`src/rtl/qsfp_snapshot.sv`:
```
// Shadow copy of the QSFP readout buffer: on each new I2C pass the wrapper is frozen,
// walked byte by byte, packed into 16-bit words, and served to the processor from local RAM.
module qsfp_snapshot #(
   parameter int QSFP_COUNT    = 2,
   parameter int READ_LATENCY  = 1,
   parameter int FREEZE_SETTLE = 4,
   parameter int STALE_CYCLES  = 200000000,
   localparam int QW = $clog2(QSFP_COUNT)
) (
   input  logic          clk,
   input  logic          rstn,
   output logic [QW+7:0] qsfpReadAddress,
   input  logic [7:0]    qsfpReadData,
   output logic          freeze,
   input  logic          run_stat,
   input  logic          updated,
   input  logic [QW+6:0] sysReadAddress,
   output logic [15:0]   sysReadData,
   output logic          dataValid,
   output logic          busy,
   output logic [15:0]   snapshotCount
);

   localparam int BW = QW + 8;
   localparam int NW = QSFP_COUNT * 128;
   localparam int SW = (STALE_CYCLES > 1) ? $clog2(STALE_CYCLES + 1) : 1;
   localparam logic [BW-1:0] LAST_B     = BW'(QSFP_COUNT * 256 - 1);
   localparam logic [15:0]   SETTLE_END = 16'((FREEZE_SETTLE > 0) ? FREEZE_SETTLE - 1 : 0);
   localparam logic [2:0]    WAIT_END   = 3'((READ_LATENCY > 0) ? READ_LATENCY - 1 : 0);
   localparam logic [SW-1:0] STALE_MAX  = SW'(STALE_CYCLES);
   localparam logic [SW-1:0] STALE_TRIP = SW'((STALE_CYCLES > 0) ? STALE_CYCLES - 1 : 0);

   typedef enum logic [2:0] {IDLE, FREEZE, ADDR, WAIT, STORE, DONE} state_t;

   state_t          state_reg;
   logic            updated_d_reg;
   logic            pending_reg;
   logic [15:0]     settle_reg;
   logic [2:0]      wait_reg;
   logic [BW-1:0]   b_reg;
   logic [BW-1:0]   addr_reg;
   logic [7:0]      hi_reg;
   logic            wr_en_reg;
   logic [BW-2:0]   wr_idx_reg;
   logic [15:0]     wr_data_reg;
   logic            freeze_reg;
   logic            busy_reg;
   logic            valid_reg;
   logic [15:0]     count_reg;
   logic [SW-1:0]   stale_reg;
   logic [15:0]     rd_reg;
   logic [15:0]     shadow_mem [NW];

   logic trig;
   logic capture;

   assign trig = updated & ~updated_d_reg & run_stat;
   // STORE doubles as the address cycle of the next byte, so it may capture too when latency is zero.
   assign capture = (((state_reg == ADDR) || (state_reg == STORE)) && (READ_LATENCY == 0)) ||
                    ((state_reg == WAIT) && (wait_reg == WAIT_END));

   always_ff @(posedge clk) begin
      if (!rstn) begin
         state_reg     <= IDLE;
         updated_d_reg <= 1'b0;
         pending_reg   <= 1'b0;
         settle_reg    <= '0;
         wait_reg      <= '0;
         b_reg         <= '0;
         addr_reg      <= '0;
         hi_reg        <= '0;
         wr_en_reg     <= 1'b0;
         wr_idx_reg    <= '0;
         wr_data_reg   <= '0;
         freeze_reg    <= 1'b0;
         busy_reg      <= 1'b0;
         valid_reg     <= 1'b0;
         count_reg     <= '0;
         stale_reg     <= '0;
      end else begin
         updated_d_reg <= updated;
         wr_en_reg     <= 1'b0;
         if (trig && (state_reg != IDLE))
            pending_reg <= 1'b1;

         if (state_reg == DONE) begin
            stale_reg <= '0;
         end else if (STALE_CYCLES != 0) begin
            if (stale_reg != STALE_MAX)
               stale_reg <= stale_reg + 1'b1;
            if (stale_reg >= STALE_TRIP)
               valid_reg <= 1'b0;
         end

         case (state_reg)
            IDLE: begin
               if (trig || pending_reg) begin
                  pending_reg <= 1'b0;
                  freeze_reg  <= 1'b1;
                  busy_reg    <= 1'b1;
                  settle_reg  <= '0;
                  state_reg   <= FREEZE;
               end
            end
            FREEZE: begin
               if (settle_reg == SETTLE_END) begin
                  b_reg     <= '0;
                  addr_reg  <= '0;
                  state_reg <= ADDR;
               end else begin
                  settle_reg <= settle_reg + 16'd1;
               end
            end
            ADDR, STORE: begin
               if (READ_LATENCY != 0) begin
                  wait_reg  <= '0;
                  state_reg <= WAIT;
               end
            end
            WAIT: begin
               if (!capture)
                  wait_reg <= wait_reg + 3'd1;
            end
            DONE: begin
               freeze_reg <= 1'b0;
               count_reg  <= count_reg + 16'd1;
               valid_reg  <= 1'b1;
               state_reg  <= IDLE;
            end
            default: state_reg <= IDLE;
         endcase

         // Odd bytes complete a word; the RAM write lands one cycle later, during STORE or DONE.
         if (capture) begin
            if (!b_reg[0]) begin
               hi_reg <= qsfpReadData;
            end else begin
               wr_en_reg   <= 1'b1;
               wr_idx_reg  <= b_reg[BW-1:1];
               wr_data_reg <= {hi_reg, qsfpReadData};
            end
            if (b_reg == LAST_B) begin
               busy_reg  <= 1'b0;
               state_reg <= DONE;
            end else begin
               b_reg     <= b_reg + 1'b1;
               addr_reg  <= b_reg + 1'b1;
               state_reg <= STORE;
            end
         end
      end
   end

   always_ff @(posedge clk) begin
      if (wr_en_reg)
         shadow_mem[wr_idx_reg] <= wr_data_reg;
   end

   always_ff @(posedge clk) begin
      if (!rstn || !valid_reg)
         rd_reg <= '0;
      else
         rd_reg <= shadow_mem[sysReadAddress];
   end

   assign qsfpReadAddress = addr_reg;
   assign freeze          = freeze_reg;
   assign busy            = busy_reg;
   assign dataValid       = valid_reg;
   assign snapshotCount   = count_reg;
   assign sysReadData     = rd_reg;

endmodule

```
`config.mk`:
```
export PLATFORM = sky130hd
export DESIGN_NAME = qsfp_snapshot
export DESIGN_NICKNAME = d
export VERILOG_FILES = /design/src/rtl/qsfp_snapshot.sv
export SDC_FILE = /design/constraint.sdc
export NUM_CORES = 2
export LEC_CHECK = 0
export CAP_MARGIN = 15
export CORE_MARGIN = 2
export CORE_UTILIZATION = 60
export DETAILED_ROUTE_END_ITERATION = 16
export GPL_ROUTABILITY_DRIVEN = 0
export PLACE_DENSITY = 0.76
export SYNTH_ARGS = -nofsm -noshare
export SYNTH_HDL_FRONTEND = slang
export SYNTH_SLANG_ARGS = --single-unit
```
`constraint.sdc`:
```
create_clock -name clk -period 4.7 [get_ports clk]
set_clock_uncertainty 0.05 [all_clocks]
set_input_delay 0.94 -clock clk [delete_from_list [all_inputs] [get_ports clk]]
set_output_delay 0.94 -clock clk [all_outputs]
set_load 0.02 [all_outputs]
```
# Word-level counts from Yosys, hierarchy flattened
# Memory sizes are Yosys's and may differ from the RTL's. A register that Yosys moved wholly into a read port is not among the register bits.
# Index checks and enable logic that the tools add are counted.
dict set report classes {
  n_mul 0
  addsub 5
  mux 32
  reduce_logical 22
  shifts 0
  div 0
  magnitude_cmp 1
  n_eq_ne 14
  bitwise_logic 5
}
# operator count
set ops {}
lappend ops {{two-way mux 9 bit} 8}
lappend ops {{adder 16 x 1 -> 16 bit (second input constant)} 2}
lappend ops {{two-way mux 16 bit} 2}
lappend ops {{one-hot mux 16 bit (2 select lines)} 1}
lappend ops {{adder 28 x 1 -> 28 bit (second input constant)} 1}
lappend ops {{>= comparator 28 bit (second input constant)} 1}
lappend ops {{!= test 28 bit (second input constant)} 1}
lappend ops {{equality test 16 x 2 -> 1 bit (second input constant)} 1}
lappend ops {{two-way mux 1 bit} 14}
lappend ops {{two-way mux 3 bit} 4}
lappend ops {{one-hot mux 3 bit (4 select lines)} 1}
lappend ops {{AND reduction 2 bit} 5}
lappend ops {{adder 9 x 1 -> 9 bit (second input constant)} 1}
lappend ops {{equality test 9 bit (second input constant)} 1}
lappend ops {{!= test 2 bit (second input constant)} 4}
lappend ops {{nonzero test 2 bit} 4}
lappend ops {{equality test 3 x 2 -> 1 bit (second input constant)} 2}
lappend ops {{equality test 3 bit (second input constant)} 2}
lappend ops {{zero test 3 bit} 2}
lappend ops {{!= test 3 bit (second input constant)} 2}
lappend ops {{one-hot mux 3 bit (2 select lines)} 1}
lappend ops {{AND reduction 3 bit} 2}
lappend ops {{OR reduction 2 bit} 2}
lappend ops {{adder 3 x 1 -> 3 bit (second input constant)} 1}
lappend ops {{8 further kinds} 14}
dict set report totals {
  output_inout_bits 44
  romBits 0
  ram_bits 4096
  latch_bits 0
  in_bits 20
  reg_bits 122
  n_memories 1
  wordCells 96
}
# memory words word_bits rd rd_clocked_by_memory_dff wr line
set memory_table {}
lappend memory_table {shadow_mem 256 16 1 1 1 52} ;# logic [15:0] shadow_mem [NW];

# Longest topological paths before layout
dict set report depth {
  ltp_word 8
  depth_mapped 13
  mapped_depth_nobuf 9
}

# Least setup slack after synthesis
# No wires, ideal clock.
dict set report synth_timing {
  path_type {reg2reg}
  from {register wr_data_reg[0]}
  to {memory shadow_mem[0][0], data pin}
  arrival_ns 3.397
  stages_incl_launch_ff 1
  path_slack_ns 0.397
  period_less_slack_ns 4.303
  setup_ns 0.856
  cell_sequence {dfxtp_1}
}
# element line
set synth_rtl {}
lappend synth_rtl {{from (decl)} 45} ;# logic [15:0] wr_data_reg;
lappend synth_rtl {{from (signal assigned)} 140} ;# wr_data_reg <= {hi_reg, qsfpReadData};
lappend synth_rtl {{to (decl)} 52}
# No word-level cell before the write port.

==> impl_summary.log <==
[metrics] run status: finished with violations
[metrics] violations in the final reports: slew limit
[metrics] mean routed wirelength per cell: ~36 um
[metrics] met3 Use GR: 8.11%
[metrics] part of the Yosys area used for sequential elements: 77.0%
[metrics] number of cells produced by synthesis: 8019
[metrics] kind of end point of the critical path: flip-flop
[metrics] library cell occupying the most area in the post-synthesis netlist: edfxtp_1
[metrics] aggregate negative setup slack: 0 ns
[metrics] Total Wirelength: 448000 um
[metrics] Core Rows: 191
[metrics] share of the synthesized area in the top cell type: 75.3%
[metrics] horizontal die dimension: 526 um
[metrics] layer carrying the most global-route usage: met2
[metrics] setup slack, reg-to-reg: about 0.95 ns
[metrics] total via count after detailed routing: between 80000 and 90000
[metrics] setup repair after global routing missed its margin: no
[metrics] share of total power in combinational logic: between 3 and 4%
[metrics] sequential cell fraction of total power: 53.4%
[metrics] Reg2Reg Capture Point: sysReadData[14]
[metrics] part of the power in the clock network: a little over two fifths
[metrics] classification of the worst-slack hold path: reg -> reg
[metrics] shortest clock period the worst path allows after layout: 4.19 ns
[metrics] Placed Instance Area: approximately 170000 um^2
[metrics] headroom to the max-slew limit: -3.81%
[metrics] maximum resistive drop on vdd: 0.589 mV
[metrics] average instance area after synthesis: 20.4 um^2
[metrics] hold endpoint: wr_data_reg[11]
[metrics] total of flip-flops plus latches after synthesis: roughly 4200
[metrics] Worst-Skew Late Latency: 0.96 ns
[metrics] power density of the placed cells: ~410 nW/um^2
[metrics] initial antenna violation count: 32
[metrics] critical path's most frequent cell: buf_4
[metrics] Worst path max stage delay: about 0.95 ns
[metrics] startpoint of the tightest hold check path: hi_reg[3]
[metrics] share of final-layout standard cells stronger than drive strength 1: 23.2%
[metrics] total CTS buffers: about 400
[metrics] maximum buffer depth of the clock tree: 4
[metrics] number of setup buffers added after CTS: 0
[metrics] CORE AREA: 271000 um^2
[metrics] GRT met2 Usage: 48.9%
[metrics] Hold Path Cell Cnt: 2
[metrics] DIE AREA: 276000 um^2
[metrics] # resized after CTS: 0
[metrics] cell breakdown of the critical path: clkdlybuf4s50_1, buf_4, and3b_1, nand2_1, buf_4, o22ai_1, nor4_1, nand4_1, buf_4, o21ai_1
[metrics] CTS clk-pin slew, worst paths: 0.07 ns
[metrics] Ys Warns: 0
[metrics] Root Driver: clkbuf_16
[metrics] worst path bufs/invs: 4
[metrics] Critical-path top delay cell: nor4_1
[metrics] leakage component of the power: 59.9 nW
[metrics] post-detailed-route via-to-cell ratio: 7.04
[metrics] number of synthesized flops with an enable pin: just over 4000
[metrics] maximum net fanout on the critical path: 20
[metrics] Maximum Capacitance Violations: 0
[metrics] most numerous cell types in the synthesized netlist: edfxtp_1 (4096), mux4_2 (806), mux2i_1 (459), nor2_1 (456), o22ai_1 (219)
[metrics] Final Cell Area: between 150000 and 200000 um^2
[metrics] share of synthesized flip-flops with an asynchronous set or reset: 0%
[metrics] half-perimeter wire length after detailed placement: 267000 um
[metrics] number of buffers added on ports: 63
[metrics] gate family responsible for the most delay along the worst path: simple AND/OR/NAND/NOR gates
[metrics] end-of-flow core utilization: 68.1%
[metrics] net count after synthesis: a little over 8000
[metrics] GR Util All Layers: between 30% and 40%
[metrics] leading post-synthesis cells by cell area: edfxtp_1 (75%), mux4_2 (11%), mux2i_1 (2.8%)
[metrics] Req. time, crit path: 5.48 ns
[metrics] area delta synth->final: 12.9%
[metrics] design internal power: 60.5 mW
[metrics] switching power: ~16 mW
[metrics] largest net degree at the start of global routing: 177
[metrics] number of flip-flops under the largest register name: 4096
[metrics] Setup CP Type: in -> reg
[metrics] Slew Viols, Final: 66
[metrics] 1st-pass router iterations: 6
[metrics] Worst-Margin Slew: 1.56 ns
[metrics] count of cells along the worst register-to-register path: 7
[metrics] Boundary Pins: 64
[metrics] overall power of the completed layout: 76.2 mW
[metrics] starting density of the core: 60.3%
[metrics] number of hold violations in the final report: 0
[metrics] fraction of the cycle the final worst path needs: 89.1%
[metrics] Netlist Area Pre-Place: between 150000 and 200000 um^2
[metrics] DRC errors left: 0
[metrics] vias in the first global route: 86800
[metrics] residual overflow from global routing: 0
[metrics] initial DRC count: 15100
[metrics] sw frac: 20.6%
[metrics] FF-to-FF Start: dataValid
[metrics] TritonCTS Sinks: 4234
[metrics] Most used DFF post-synth: edfxtp_1
[metrics] met1 routing resource usage after global routing: 43.2%
[metrics] critical path arrival: 4.97 ns
[metrics] dominant cell by count in the synthesized netlist: edfxtp_1
[metrics] global-route wire length before repair: between 600000 and 700000 um
[metrics] CTS tree: done
[metrics] antenna viol nets, final: 0
[metrics] # nets final: 8660
[metrics] final setup violation count: 0
[metrics] quantity of hold-fixing buffers added after cts: 0
[metrics] Fmax achieved: 239 MHz
[metrics] CP startpoint kind: primary input
[metrics] vertical die dimension: between 500 and 600 um
[metrics] number of H-tree levels: 5
[metrics] number of library cell types mapped by synthesis: 72
through the flow:
step | hold slack, ns | setup WS [ns] | std cells
finish | 0.358 | 0.514 | 12600
global route | 0.386 | 0.491 | 12600
CTS | 0.368 | 0.900 | 12500
detailed placement | 0.385 | -0.0409 | 11800
global placement | 0.377 | -0.197 | 11800
floorplan | 0.381 | 0.397 | 8019
worst reg2reg max path, stage by stage (launching register included):
cell and delay (ns):
dfxtp_1 0.60, and3_1 0.70, buf_4 0.27, o21ai_0 0.09, nor4_1 1.02, nand4_1 0.58, buf_4 0.31, o21ai_1 0.08
layout by cell type (no fill, tap or decap), types with 16 or more instances in the layout:
master           count
edfxtp_1          4096
mux4_2             806
buf_4              529
mux2i_1            459
nor2_1             455
clkbuf_16          410
o22ai_1            219
nand2_1            200
a21oi_1            152
nor3_1             135
dfxtp_1            122
o21ai_0            118
o221ai_1           114
nand3_1            113
clkinv_1            85
clkinv_2            83
a22oi_1             79
buf_12              72
clkbuf_1            69
nor4_1              66
clkdlybuf4s50_1     59
bufinv_16           46
nand4_1             40
xor2_1              37
diode_2             34
or3_1               33
a211oi_1            32
o2111ai_1           17
dfxtp_4             16
per-layer routing:
| metal | share of wire [%] | vias to the layer above |
|---|---|---|
| li1 | - | 34600 |
| met3 | 13 | 1248 |
| met1 | 34 | 45400 |
| met4 | 6.6 | 20 |
| met2 | 46 | 7157 |
| met5 | 0.031 | - |
area by class of cell:
cell class	count	area [um^2]
fill	16000	86400
sequential	4234	126000
timing repair buffer	670	6120
antenna	34	85.1
clock inverter	254	2650
multi-input combinational	3300	34400
tap	3570	4470
inverter	18	72.6
clock buffer	490	10700
power by group through the flow:
stage / Sequential [mW] / Clock [mW] / Combinational [mW]
after floorplan: 41.5 / 0 / 1.76
after global placement: 41.5 / 0 / 2.59
after detailed placement: 41.5 / 0 / 2.61
after CTS: 40.7 / 33.0 / 2.65
after global routing: 40.7 / 34.4 / 2.76
final: 40.7 / 32.8 / 2.70
cell families after synthesis:
group,share of synthesized area (%)
flops,77.0
mux,14.1
xor+xnor,0.268
simple gates,3.17
fa+ha+maj,0.0613
buf+inv,1.94
compound gates,3.47
how the worst max path moves through the flow:
| stage | startpoint | to | slack (ns) | cells after the start |
|---|---|---|---|---|
| after floorplan | wr_data_reg[0] | shadow_mem[0][0] | 0.40 | 0 |
| after global placement | sysReadAddress[5] | sysReadData[13] | -0.20 | 9 |
| after detailed placement | sysReadAddress[5] | sysReadData[14] | -0.04 | 10 |
| after CTS | sysReadAddress[5] | sysReadData[14] | 0.90 | 10 |
| after global routing | sysReadAddress[5] | sysReadData[14] | 0.49 | 10 |
| final | sysReadAddress[5] | sysReadData[14] | 0.51 | 10 |
(Power assumes the default switching activity.)
